### config.mk
export PLATFORM = sky130hd
export DESIGN_NAME = cycle_mover
export DESIGN_NICKNAME = d
export VERILOG_FILES = /design/src/rtl/cycle_pkg.sv /design/src/rtl/tick_divider.sv /design/src/rtl/cycle_mover.sv
export SDC_FILE = /design/constraint.sdc
export NUM_CORES = 1
export LEC_CHECK = 0
export ABC_AREA = 1
export ABC_CLOCK_PERIOD_IN_PS = 2860
export BUFFER_PORTS_ARGS = -buffer_cell sky130_fd_sc_hd__buf_2
export CAP_MARGIN = 20
export CORE_MARGIN = 1.5
export CORE_UTILIZATION = 56
export CTS_BUF_LIST = sky130_fd_sc_hd__clkbuf_16
export CTS_CLUSTER_DIAMETER = 50
export DETAILED_ROUTE_END_ITERATION = 16
export GPL_ROUTABILITY_DRIVEN = 0
export PLACE_DENSITY = 0.81
export SLEW_MARGIN = 30
export SYNTH_ARGS = -nofsm -noshare
export SYNTH_HDL_FRONTEND = slang
export SYNTH_SLANG_ARGS = --single-unit
### constraint.sdc
create_clock -name clk_i -period 2.86 [get_ports clk_i]
set_input_delay 0.429 -clock clk_i [delete_from_list [all_inputs] [get_ports clk_i]]
set_output_delay 0.429 -clock clk_i [all_outputs]
set_load 0.01 [all_outputs]
### src/rtl/cycle_pkg.sv
// Shared encodings for the two-player cycle mover: directions, game states and the
// toroidal 64x64 grid geometry.
package cycle_pkg;

   localparam int unsigned GridSize = 64;
   localparam int unsigned CoordW   = 6;

   typedef enum logic [1:0] {
      DirUp    = 2'd0,
      DirRight = 2'd1,
      DirDown  = 2'd2,
      DirLeft  = 2'd3
   } dir_e;

   typedef enum logic [1:0] {
      StIdle = 2'd0,
      StRun  = 2'd1,
      StOver = 2'd2
   } state_e;

   typedef struct packed {
      logic [CoordW-1:0] x;
      logic [CoordW-1:0] y;
   } cell_t;

   // Opposite directions differ only in bit 1 (0<->2, 1<->3).
   function automatic logic is_reverse(dir_e a, dir_e b);
      return (a ^ b) == 2'd2;
   endfunction

   // Wrap-around falls out of the CoordW-bit arithmetic.
   function automatic cell_t next_cell(cell_t c, dir_e d);
      cell_t n;
      n = c;
      unique case (d)
         DirUp:    n.y = c.y - CoordW'(1);
         DirRight: n.x = c.x + CoordW'(1);
         DirDown:  n.y = c.y + CoordW'(1);
         DirLeft:  n.x = c.x - CoordW'(1);
         default:  n = c;
      endcase
      return n;
   endfunction

endpackage

### src/rtl/tick_divider.sv
// Free-running step timer: counts 0..TICK_DIV-1 while enabled and flags the terminal count.
module tick_divider #(
   parameter int unsigned TICK_DIV = 1000000
) (
   input  logic clk_i,
   input  logic rst_ni,
   input  logic en_i,
   input  logic clr_i,
   output logic tc_o
);

   localparam int unsigned CntW = $clog2(TICK_DIV);
   localparam logic [CntW-1:0] CntMax = CntW'(TICK_DIV - 1);

   logic [CntW-1:0] cnt_q, cnt_d;

   always_comb begin
      cnt_d = cnt_q;
      if (clr_i) begin
         cnt_d = '0;
      end else if (en_i) begin
         cnt_d = (cnt_q == CntMax) ? '0 : cnt_q + CntW'(1);
      end
   end

   always_ff @(posedge clk_i or negedge rst_ni) begin
      if (!rst_ni) begin
         cnt_q <= '0;
      end else begin
         cnt_q <= cnt_d;
      end
   end

   assign tc_o = en_i && (cnt_q == CntMax);

endmodule

### src/rtl/cycle_mover.sv
// Two-player light-cycle movement engine: alternates player steps on a divided tick and
// strobes each new cell to the grid for one cycle.
module cycle_mover
   import cycle_pkg::*;
#(
   parameter int unsigned TICK_DIV = 1000000,
   parameter int unsigned P1_X0    = 8,
   parameter int unsigned P1_Y0    = 32,
   parameter int unsigned P2_X0    = 55,
   parameter int unsigned P2_Y0    = 32
) (
   input  logic        clk_i,
   input  logic        rst_ni,
   input  logic        start_i,
   input  logic [1:0]  dir_p1_i,
   input  logic        dir_p1_valid_i,
   input  logic [1:0]  dir_p2_i,
   input  logic        dir_p2_valid_i,
   input  logic [4:0]  exc_in_i,
   output logic [31:0] play_x_o,
   output logic [31:0] play_y_o,
   output logic        play_num_o,
   output logic        super_enable_o,
   output logic [1:0]  game_state_o,
   output logic [2:0]  result_o
);

   localparam cell_t P1Start = cell_t'({CoordW'(P1_X0), CoordW'(P1_Y0)});
   localparam cell_t P2Start = cell_t'({CoordW'(P2_X0), CoordW'(P2_Y0)});

   state_e     state_q, state_d;
   cell_t      p1_q, p1_d, p2_q, p2_d, play_q, play_d;
   dir_e       dir1_q, dir1_d, dir2_q, dir2_d;
   dir_e       pend1_q, pend1_d, pend2_q, pend2_d;
   logic       turn_q, turn_d;
   logic       num_q, num_d;
   logic       strobe_q, strobe_d;
   logic [2:0] result_q, result_d;

   logic  run, enter_idle, tc, step;
   cell_t cur_cell, nxt_cell;
   dir_e  cur_dir;
   logic  unused_exc;

   assign unused_exc = exc_in_i[3];
   assign run        = (state_q == StRun);
   assign enter_idle = (state_q == StOver) && start_i;
   // Game end wins over a coincident step.
   assign step       = tc && !exc_in_i[0];

   tick_divider #(
      .TICK_DIV (TICK_DIV)
   ) u_tick (
      .clk_i  (clk_i),
      .rst_ni (rst_ni),
      .en_i   (run),
      .clr_i  (enter_idle),
      .tc_o   (tc)
   );

   // Single next-cell unit shared by both players via the turn mux.
   assign cur_cell = turn_q ? p2_q : p1_q;
   assign cur_dir  = turn_q ? pend2_q : pend1_q;
   assign nxt_cell = next_cell(cur_cell, cur_dir);

   always_comb begin
      state_d = state_q;
      unique case (state_q)
         StIdle:  if (start_i)     state_d = StRun;
         StRun:   if (exc_in_i[0]) state_d = StOver;
         StOver:  if (start_i)     state_d = StIdle;
         default: state_d = StIdle;
      endcase
   end

   always_comb begin
      p1_d     = p1_q;
      p2_d     = p2_q;
      dir1_d   = dir1_q;
      dir2_d   = dir2_q;
      pend1_d  = pend1_q;
      pend2_d  = pend2_q;
      turn_d   = turn_q;
      play_d   = play_q;
      num_d    = num_q;
      strobe_d = 1'b0;
      result_d = result_q;
      if (enter_idle) begin
         p1_d     = P1Start;
         p2_d     = P2Start;
         dir1_d   = DirRight;
         dir2_d   = DirLeft;
         pend1_d  = DirRight;
         pend2_d  = DirLeft;
         turn_d   = 1'b0;
         result_d = '0;
      end else if (run) begin
         if (step) begin
            if (!turn_q) begin
               p1_d   = nxt_cell;
               dir1_d = pend1_q;
            end else begin
               p2_d   = nxt_cell;
               dir2_d = pend2_q;
            end
            turn_d   = !turn_q;
            play_d   = nxt_cell;
            num_d    = turn_q;
            strobe_d = 1'b1;
         end
         // Requests are judged against the direction committed after this cycle.
         if (dir_p1_valid_i && !is_reverse(dir_e'(dir_p1_i), dir1_d)) begin
            pend1_d = dir_e'(dir_p1_i);
         end
         if (dir_p2_valid_i && !is_reverse(dir_e'(dir_p2_i), dir2_d)) begin
            pend2_d = dir_e'(dir_p2_i);
         end
         if (exc_in_i[0]) begin
            result_d = {exc_in_i[4], exc_in_i[2], exc_in_i[1]};
         end
      end
   end

   always_ff @(posedge clk_i or negedge rst_ni) begin
      if (!rst_ni) begin
         state_q  <= StIdle;
         p1_q     <= P1Start;
         p2_q     <= P2Start;
         dir1_q   <= DirRight;
         dir2_q   <= DirLeft;
         pend1_q  <= DirRight;
         pend2_q  <= DirLeft;
         turn_q   <= 1'b0;
         play_q   <= P1Start;
         num_q    <= 1'b0;
         strobe_q <= 1'b0;
         result_q <= '0;
      end else begin
         state_q  <= state_d;
         p1_q     <= p1_d;
         p2_q     <= p2_d;
         dir1_q   <= dir1_d;
         dir2_q   <= dir2_d;
         pend1_q  <= pend1_d;
         pend2_q  <= pend2_d;
         turn_q   <= turn_d;
         play_q   <= play_d;
         num_q    <= num_d;
         strobe_q <= strobe_d;
         result_q <= result_d;
      end
   end

   assign play_x_o       = 32'(play_q.x);
   assign play_y_o       = 32'(play_q.y);
   assign play_num_o     = num_q;
   assign super_enable_o = strobe_q;
   assign game_state_o   = state_q;
   assign result_o       = result_q;

endmodule

==> out/metrics.yaml, run 1 <==
die:
  initial_core_util: 0.578
  die-area_um2: 8530
  coreArea_um2: 7730
  ioPinCount: 85
  die_h_um: 92.3
  rows: 32
  die_x_um: 92.3
synthesis:
  yosys.area.top_type: "dfrtp_1"
  syn_area_per_cell_um2: 8.10
  synth_cells: 552
  synth_commonest_cells: "nand2_1 (143), dfrtp_1 (56), buf_4 (52)"
  ys_types: 43
  synth_most_common_cell: "nand2_1"
  synth_edf_count: 0
  yosysTopAreaCellShare: 0.314
  yosysWarnings: 0
  ys_seq_area_frac: 0.408
  postSynth.asyncResetShare: 1.00
  synth.area.top_cells: "dfrtp_1 (31%), nand2_1 (12%), dfstp_2 (9.4%)"
  ys.flop_type: "dfrtp_1"
  syn_area_um2: 4470
  ys_ff_latch: 72
worst_setup_path:
  worstPathCellList: "buf_4 > buf_4 > buf_4 > o21ai_0 > ha_4 > nand2_1 > nand2_1 > inv_1 > nand2_1 > nand3_1 > nand2_1 > nand2_1 > nand3_1 > xor2_2 > nand3_1 > nand2_1"
  cpPeakStageDelay_ns: 0.46
  cp.arrival_ns: 2.93
  critPathKind: "flip-flop to flip-flop"
  required_ns: 3.14
  crit_path_max_fanout: 17
  cp_common_cell: "nand2_1"
  crit_path_end_kind: "flip-flop"
  startpoint_type: "flip-flop"
  slowest_stage: "dfrtp_2"
clocking:
  htreeDepth: 3
  path_clk_slew_ns: 0.06
  cts-buffers-inserted: 9
  cts_max_path_buffers: 2
  numClockSinks: 72
  cts_root_buffer: "clkbuf_16"
  cts_tree: "yes"
  clk_latency_ns: 0.34
job:
  maxCapViolations: 0
drt:
  drt_iter0_drc: 248
  route.detailed.drc: 0
  route.vias.total: 3644
  drt-vias-per-instance: 5.22
  wl_per_cell_um: 12.9
  firstDrtPassIters: 4
  wl_mm: 9.03
  ant_nets: 0
timing:
  whs_ns: 0.133
  fmax_ghz: 0.377
  skew_ns: 0.0105
  hold_viol_final: 0
  min_period_over_period: 0.927
  finalMaxSlewViolations: 0
  post-route-min-period_ns: 2.65
  max_slew.worst_pin.slew_ns: 0.700
  slew_headroom: 0.533
  finalSetupViolations: 0
  finalWorstSetupSlack_ns: 0.209
pwr:
  p_total_uw: 5030
  p_per_area_nw_per_um2: 1030
  power_leakage_uw: 0.00252
  ir_drop_mv: 0.619
placement:
  post-place-ws_ns: 0.106
  io_buffer_count: 31
  dp_hpwl_mm: 6.34
  post_dp_cell_area_um2: 4540
layout:
  final_nets: 616
  drive_gt1_frac: 0.191
  nFillCells: 662
  n_antenna_cell: 0
  syn2layout_area_growth_pct: 9.35
  design_area_um2: 4890
grt:
  antenna_found_initial: 0
  grt_pass1_vias: 3290
  grt_use_total: 0.226
  grt.overflow.total: 0
  grt_pass1_wl_mm: 15.2
  grt_max_degree: 44
status:
  status: "completed"
min_path:
  hold_class: "primary input to asynchronous set/reset pin"
## critical path, delay by kind of cell (launching register included)
| kind | cells | cell delay [ns] |
|---|---|---|
| DFF | 1 | 0.46 |
| AOI/OAI and AO/OA | 1 | 0.39 |
| and+or+nand+nor | 9 | 0.71 |
| xor gates and xnor gates | 1 | 0.24 |
| buffers and inverters | 4 | 0.50 |
| adders and majority gates | 1 | 0.28 |
## routing by layer
| metal | wire, um | global-route usage |
|---|---|---|
| met3 | 536 | 0.0583 |
| met1 | 3920 | 0.282 |
| met5 | 0 | 0 |
| met4 | 161 | 0.0718 |
| met2 | 4410 | 0.382 |
## worst paths after layout
path                        startpoint           to  slack [ns]  cells after the start
max                             turn_q     p1_q[11]        0.21                     16
min                             rst_ni      p2_q[3]        0.13                      1
max reg2reg                     turn_q     p1_q[11]        0.21                     16
min reg2reg                play_y_o[5]  play_y_o[5]        0.47                      2
max in group asynchronous       rst_ni      p1_q[5]        1.99                      2
min in group clk_i         exc_in_i[1]  result_o[0]        0.33                      3
## logic make-up (layout without fill, tap and decap cells)
group | count (synthesis) | after routing | share of synthesized area
AO/OA/AOI/OAI | 79 | 79 | 0.0955
XOR/XNOR | 21 | 21 | 0.0412
adder cells (fa/ha/maj) | 11 | 11 | 0.0342
buffers and inverters | 117 | 110 | 0.152
flip-flops | 72 | 72 | 0.408
multiplexers | 3 | 3 | 0.00672
other | 1 | 52 | 0.000839
AND/OR/NAND/NOR | 248 | 248 | 0.262
## registers in the layout, summed over array words and instances, names as in the netlist
| name | cells |
|---|---|
| pend1_q | 2 |
| dir1_q | 2 |
| u_tick.cnt_q | 20 |
| play_num_o | 1 |
| dir2_q | 2 |
| play_x_o | 6 |
| game_state_o | 2 |
| play_y_o | 6 |
| p2_q | 12 |
| turn_q | 1 |
| super_enable_o | 1 |
| result_o | 3 |
| p1_q | 12 |
| pend2_q | 2 |
## layout by cell type, fill, tap and decap left out, types with 2 or more instances in the layout
master,instances
nand4_4,2
inv_1,45
buf_4,8
mux2i_1,3
nor2_2,2
clkinvlp_4,2
nand2_1,143
o21ai_0,28
xnor2_1,5
nor2_8,2
conb_1,52
o22ai_1,11
nand3_1,41
buf_2,31
nor3_1,8
a31oi_1,3
inv_6,2
fa_1,2
nor2_4,3
clkbuf_16,9
nand4_1,3
inv_2,9
nor2_1,22
a21oi_1,17
dfrtp_1,55
o21ai_1,16
nand2_4,2
dfstp_2,16
nand2_2,14
ha_1,8
xor2_1,15
## through the flow
step	utilization	setup TNS [ns]	std cells
final	0.632	0	698
after global routing	0.632	-0.0545	698
after CTS	0.626	0	695
after detailed placement	0.587	0	679
after global placement	0.587	0	679
after floorplan	-	0	603
## what timing repair did
item | in CTS | in global routing
hold buffers | 0 | 0
gates resized for setup | 0 | 4
endpoints found under the setup margin | 0 | 11
setup buffers | 0 | 3
## report_power, final
group          internal [uW]  switching, uW  total [uW]
logic                    844           1490        2340
registers               1360            228        1590
clock network            676            436        1110
## final cells by class
class / count / area [um2] / share of cell area
Multi-Input combinational cell: 414 / 2190 / 0.448
Clock inverter: 7 / 71.3 / 0.0146
Inverter: 54 / 216 / 0.0443
Clock buffer: 9 / 225 / 0.0461
Timing Repair Buffer: 40 / 235 / 0.0481
Sequential cell: 72 / 1820 / 0.373
Tap cell: 102 / 128 / 0.0261
(Power assumes the default switching activity.)
==> inputs of run 2 (changes only) <==
--- a/config.mk
+++ b/config.mk
@@ -11,10 +11,10 @@
 export CAP_MARGIN = 20
 export CORE_MARGIN = 1.5
-export CORE_UTILIZATION = 56
+export CORE_UTILIZATION = 50
 export CTS_BUF_LIST = sky130_fd_sc_hd__clkbuf_16
 export CTS_CLUSTER_DIAMETER = 50
 export DETAILED_ROUTE_END_ITERATION = 16
 export GPL_ROUTABILITY_DRIVEN = 0
-export PLACE_DENSITY = 0.81
+export PLACE_DENSITY = 0.73
 export SLEW_MARGIN = 30
 export SYNTH_ARGS = -nofsm -noshare
==> constraint.sdc (replaced) <==
create_clock -name clk_i -period 2.86 [get_ports clk_i]
set_input_delay 0.429 -clock clk_i [delete_from_list [all_inputs] [get_ports clk_i]]
set_output_delay 0.429 -clock clk_i [all_outputs]
set_load 0.02 [all_outputs]
==> run 2 against run 1 <==
  * First-iteration DRC count decreased by 46%
  * Clock skew shrank 0.0036 ns
  * Register-to-register slack gained 0.06 ns
  * Cell area fell by 0.46%
  * Die area increased by 12%
  * Final cell count grew 0.57%
  * Largest cell class unchanged
  * Largest power group unchanged
  * Highest routed layer unchanged
==> out/metrics.yaml, run 2 (synthesized netlist as in run 1, its figures left out) <==
clocking:
  clk_latency_ns: 0.34
  postCtsSetupBuffers: 0
  cts-buffers-inserted: 9
  cts_tree: "yes"
  cts_root_buffer: "clkbuf_16"
  htreeDepth: 3
  numClockSinks: 72
  cts_max_path_buffers: 2
  path_clk_slew_ns: 0.06
worst_setup_path:
  slowest_stage: "dfrtp_2"
  r2r_slack_ns: 0.27
  cp_num_buf_inv: 2
  crit_path_end_kind: "flip-flop"
  reg2reg_from: "turn_q"
  cpPeakStageDelay_ns: 0.47
  startpoint_type: "flip-flop"
  required_ns: 3.08
  cp_common_cell: "nand2_1"
  critPathTopFamily: "simple AND/OR/NAND/NOR gates"
  crit_cells: 13
  rr_worst_depth: 13
  worstPathCellList: "inv_2 > buf_4 > nand2_1 > nand2_1 > nand2_2 > ha_1 > a21oi_1 > o21ai_1 > or2_2 > a21oi_1 > a31oi_1 > nand2_1 > o21ai_1"
  crit_path_max_fanout: 12
  critPathKind: "flip-flop to flip-flop"
  r2r_end: "p2_q[3]"
  cp.arrival_ns: 2.81
pwr:
  p_per_area_nw_per_um2: 1020
  power_leakage_uw: 0.00249
  ir_drop_mv: 0.555
timing:
  skew_ns: 0.00682
  fmax_ghz: 0.386
  tns_ns: 0
  finalMaxSlewViolations: 0
  rsz0062_at_grt: "false"
  hold_viol_final: 0
  min_period_over_period: 0.907
  finalSetupViolations: 0
  finalWorstSetupSlack_ns: 0.266
  slew_headroom: 0.617
  post-route-min-period_ns: 2.59
  max_slew.worst_pin.slew_ns: 0.574
  whs_ns: 0.337
job:
  maxCapViolations: 0
drt:
  drt_iter0_drc: 133
  wl_per_cell_um: 12.7
  route.detailed.drc: 0
  ant_nets: 0
  drt-vias-per-instance: 5.03
  route.vias.total: 3529
  firstDrtPassIters: 4
  wl_mm: 8.92
layout:
  drive_gt1_frac: 0.189
  n_antenna_cell: 0
  final_nets: 614
  final_cells: 702
  largest_register_ffs: 20
  largest_register: "u_tick.cnt_q"
  syn2layout_area_growth_pct: 8.85
  mostFrequentLayoutCells: "nand2_1 (143), dfrtp_1 (55), conb_1 (52), inv_1 (44), nand3_1 (41)"
  final_core_util: 0.561
  reg.largest.list: "u_tick.cnt_q: 20 flops, p1_q: 12 flops, p2_q: 12 flops"
  final_common_cell: "nand2_1"
die:
  die_h_um: 97.5
  coreArea_um2: 8680
  initial_core_util: 0.515
  rows: 34
  die-area_um2: 9520
  ioPinCount: 85
  die_x_um: 97.5
grt:
  grt_util_met3: 0.0554
  grt_use_total: 0.199
  grt-busiest-layer: "met2"
  grtUsageMet1: 0.255
  grt.overflow.total: 0
  grt_pass1_wl_mm: 15.4
  grt_pass1_vias: 3382
  antenna_found_initial: 0
  met2_usage: 0.333
  grt_max_degree: 60
min_path:
  min_to: "result_o[1]"
  hold_depth: 3
  min_from: "exc_in_i[2]"
  hold_class: "primary input to flip-flop"
status:
  status: "completed"
placement:
  post-place-ws_ns: 0.105
  io_buffer_count: 31
  place_inst: 685
  dp_hpwl_mm: 6.58
run 2: cell types whose count changed in the layout (fill, tap and decap cells not counted):
cell / delta
bufinv_16: -1
inv_1: -1
dlygate4sd3_1: +1
inv_6: +1
clkinvlp_4: +1
buf_4: -3
run 2: worst min-delay path, stage by stage:
cell and delay, ns:
buf_2 0.08, nand3_1 0.06, nand2_1 0.06
run 2: repair_timing:
item                                    4_1_cts  5_1_grt
resized for setup                             0        4
endpoints found under the setup margin        0       10
hold buffers                                  1        0
hold endpoints to repair                     11        0
run 2: metal layers:
layer	vias up	share of wire
li1	1754	-
met1	1678	0.45
met2	84	0.49
met3	13	0.044
met4	0	0.013
met5	-	0
run 2: how the worst max path moves through the flow:
| stage | start | to | slack, ns |
|---|---|---|---|
| after global placement | turn_q | p1_q[11] | 0.22 |
| after floorplan | turn_q | p1_q[11] | 0.56 |
| after detailed placement | turn_q | p1_q[11] | 0.10 |
| after global routing | turn_q | p1_q[11] | 0.05 |
| final | turn_q | p2_q[3] | 0.27 |
| after CTS | turn_q | p1_q[11] | 0.07 |
run 2: area by class of cell:
class,instances,area (um2)
Fill cell,832,3810
Multi-Input combinational cell,414,2190
Sequential cell,72,1820
Clock buffer,9,225
Timing Repair Buffer,38,223
Inverter,54,216
Tap cell,108,135
Clock inverter,7,53.8
run 2: power breakdown:
part,switching [uW],total [uW],leakage [uW],internal (uW)
sequential,229,1590,0.000905,1360
combinational,1520,2350,0.00146,825
clock,456,1050,0.000129,594
total,2210,4980,0.00249,2780
run 2: stage by stage:
stage	cell area, um2	power (uW)
final	4860	4980
after global routing	4860	5400
after CTS	4840	4950
after detailed placement	4550	3880
after global placement	4550	3770
after floorplan	4660	3390
==> inputs of run 3 (changes only) <==
REMOVE_ABC_BUFFERS = 1   (was unset)
TNS_END_PERCENT = 100   (was unset)
==> run 3 against run 2 <==
  * Worst hold slack got worse by 0.27 ns
  * Cell area grew 0.31%
  * Wire length increased by 3.4%
  * Clock power grew 13%
  * Count of clock-buffer cells in the layout unchanged
  * Critical path type unchanged
  * Global-route usage up 0.75 points
  * Non-clock buffer count grew 2
  * Fmax rose by 0.66%
  * Sequential cell count did not move
  * Final cell count rose by 0.28%
==> out/metrics.yaml, run 3 (synthesized netlist as in run 1, its figures left out) <==
status:
  status: "completed"
timing:
  post-route-min-period_ns: 2.58
  min_period_over_period: 0.901
  finalSetupViolations: 0
  hold_viol_final: 0
  rsz0062_at_grt: "false"
  max_slew.worst_pin.slew_ns: 0.638
  finalMaxSlewViolations: 0
  finalWorstSetupSlack_ns: 0.283
  skew_ns: 0.00960
  slew_headroom: 0.574
  fmax_ghz: 0.388
worst_setup_path:
  crit_path_end_kind: "flip-flop"
  critPathTopFamily: "simple AND/OR/NAND/NOR gates"
  startpoint_type: "flip-flop"
  cpPeakStageDelay_ns: 0.43
  cp_num_buf_inv: 4
  slowest_stage: "dfrtp_1"
  cp_common_cell: "nand2_1"
  worstPathCellList: "inv_2 > buf_4 > nand2_1 > nand2_1 > nand2_1 > inv_1 > ha_1 > nand2_1 > nand2_1 > inv_1 > nand2_1 > nand3_1 > nand2_1 > nand2_1 > nand3_1 > xor2_2 > nor2_1 > nor2_1"
  required_ns: 3.13
  crit_path_max_fanout: 12
  critPathKind: "flip-flop to flip-flop"
  cp.arrival_ns: 2.85
clocking:
  ctsResizeCount: 0
  cts_tree: "yes"
  htreeDepth: 3
  path_clk_slew_ns: 0.06
  clk_latency_ns: 0.34
  cts-buffers-inserted: 9
  hold_buffers: 0
  postCtsSetupBuffers: 0
  cts_root_buffer: "clkbuf_16"
  cts_max_path_buffers: 2
  numClockSinks: 72
die:
  initial_core_util: 0.515
  ioPinCount: 85
  die_x_um: 97.5
  die-area_um2: 9520
  coreArea_um2: 8680
  rows: 34
  die_h_um: 97.5
layout:
  final_cells: 704
  syn2layout_area_growth_pct: 9.18
  mostFrequentLayoutCells: "nand2_1 (143), dfrtp_1 (56), conb_1 (52), inv_1 (46), nand3_1 (41)"
  largest_register: "u_tick.cnt_q"
  final_core_util: 0.562
  reg.largest.list: "u_tick.cnt_q: 20 flops, p1_q: 12 flops, p2_q: 12 flops"
  final_nets: 616
  largest_register_ffs: 20
  final_common_cell: "nand2_1"
  drive_gt1_frac: 0.186
  n_antenna_cell: 0
pwr:
  power_leakage_uw: 0.00254
  power.share.clock: 0.233
  p_per_area_nw_per_um2: 1050
  p_int_uw: 2930
  p_switching_uw: 2180
  ir_drop_mv: 0.588
  switching_share: 0.427
  p_comb_frac: 0.458
  seq_power_share: 0.309
drt:
  drt_iter0_drc: 139
  wl_per_cell_um: 13.1
  ant_nets: 0
  drt-vias-per-instance: 5.07
  firstDrtPassIters: 5
  route.vias.total: 3570
  wl_mm: 9.22
  route.detailed.drc: 0
min_path:
  hold_class: "primary input to asynchronous set/reset pin"
grt:
  grt.overflow.total: 0
  antenna_found_initial: 0
  grt_use_total: 0.206
  grt_max_degree: 27
  grt_pass1_wl_mm: 15.8
  grt_pass1_vias: 3472
job:
  maxCapViolations: 0
placement:
  place_inst: 688
  dp_hpwl_mm: 6.71
  io_buffer_count: 31
  post-place-ws_ns: 0.262
==> run 3: cell type report <==
| cell class | instances | area [um2] |
|---|---|---|
| fillers | 818 | 3800 |
| multi-input cells | 414 | 2170 |
| flip-flops and latches | 72 | 1820 |
| clock buffers | 9 | 225 |
| repair buffers | 40 | 223 |
| inverters | 54 | 216 |
| well taps | 108 | 135 |
| clock inverters | 7 | 90.1 |
==> run 3: stage by stage <==
stage / total power (uW) / hold WS [ns] / setup TNS (ns) / instance area, um2
after floorplan: 3270 / 0.133 / -0.00996 / 4200
after global placement: 3780 / 0.439 / 0 / 4560
after detailed placement: 3890 / 0.450 / 0 / 4560
after CTS: 5110 / 0.0878 / 0 / 4870
after global routing: 5510 / 0.104 / 0 / 4880
final: 5110 / 0.0692 / 0 / 4880
==> run 3: per-layer routing <==
metal | share of wire | up-vias | GRT usage
met3 | 0.047 | 12 | 0.0475
met2 | 0.49 | 111 | 0.347
li1 | - | 1762 | -
met4 | 0.016 | 0 | 0.0890
met5 | 0 | - | 0
met1 | 0.44 | 1685 | 0.254
==> run 3: power by group through the flow <==
stage               Combinational, uW  Sequential [uW]  Clock, uW
finish                           2340             1580       1190
floorplan                        1670             1610          0
global route                     2650             1620       1250
global placement                 2200             1580          0
detailed placement               2290             1590          0
CTS                              2320             1580       1210
==> run 3: path summary, 6_finish.rpt <==
path                             start  slack (ns)  depth (start not counted)           to
min reg2reg                play_y_o[1]        0.46                          2  play_y_o[1]
max                             turn_q        0.28                         18     p2_q[11]
max reg2reg                     turn_q        0.28                         18     p2_q[11]
min                             rst_ni        0.07                          1      p1_q[3]
min in group clk_i         exc_in_i[2]        0.33                          3  result_o[1]
max in group asynchronous       rst_ni        2.00                          2    dir2_q[0]
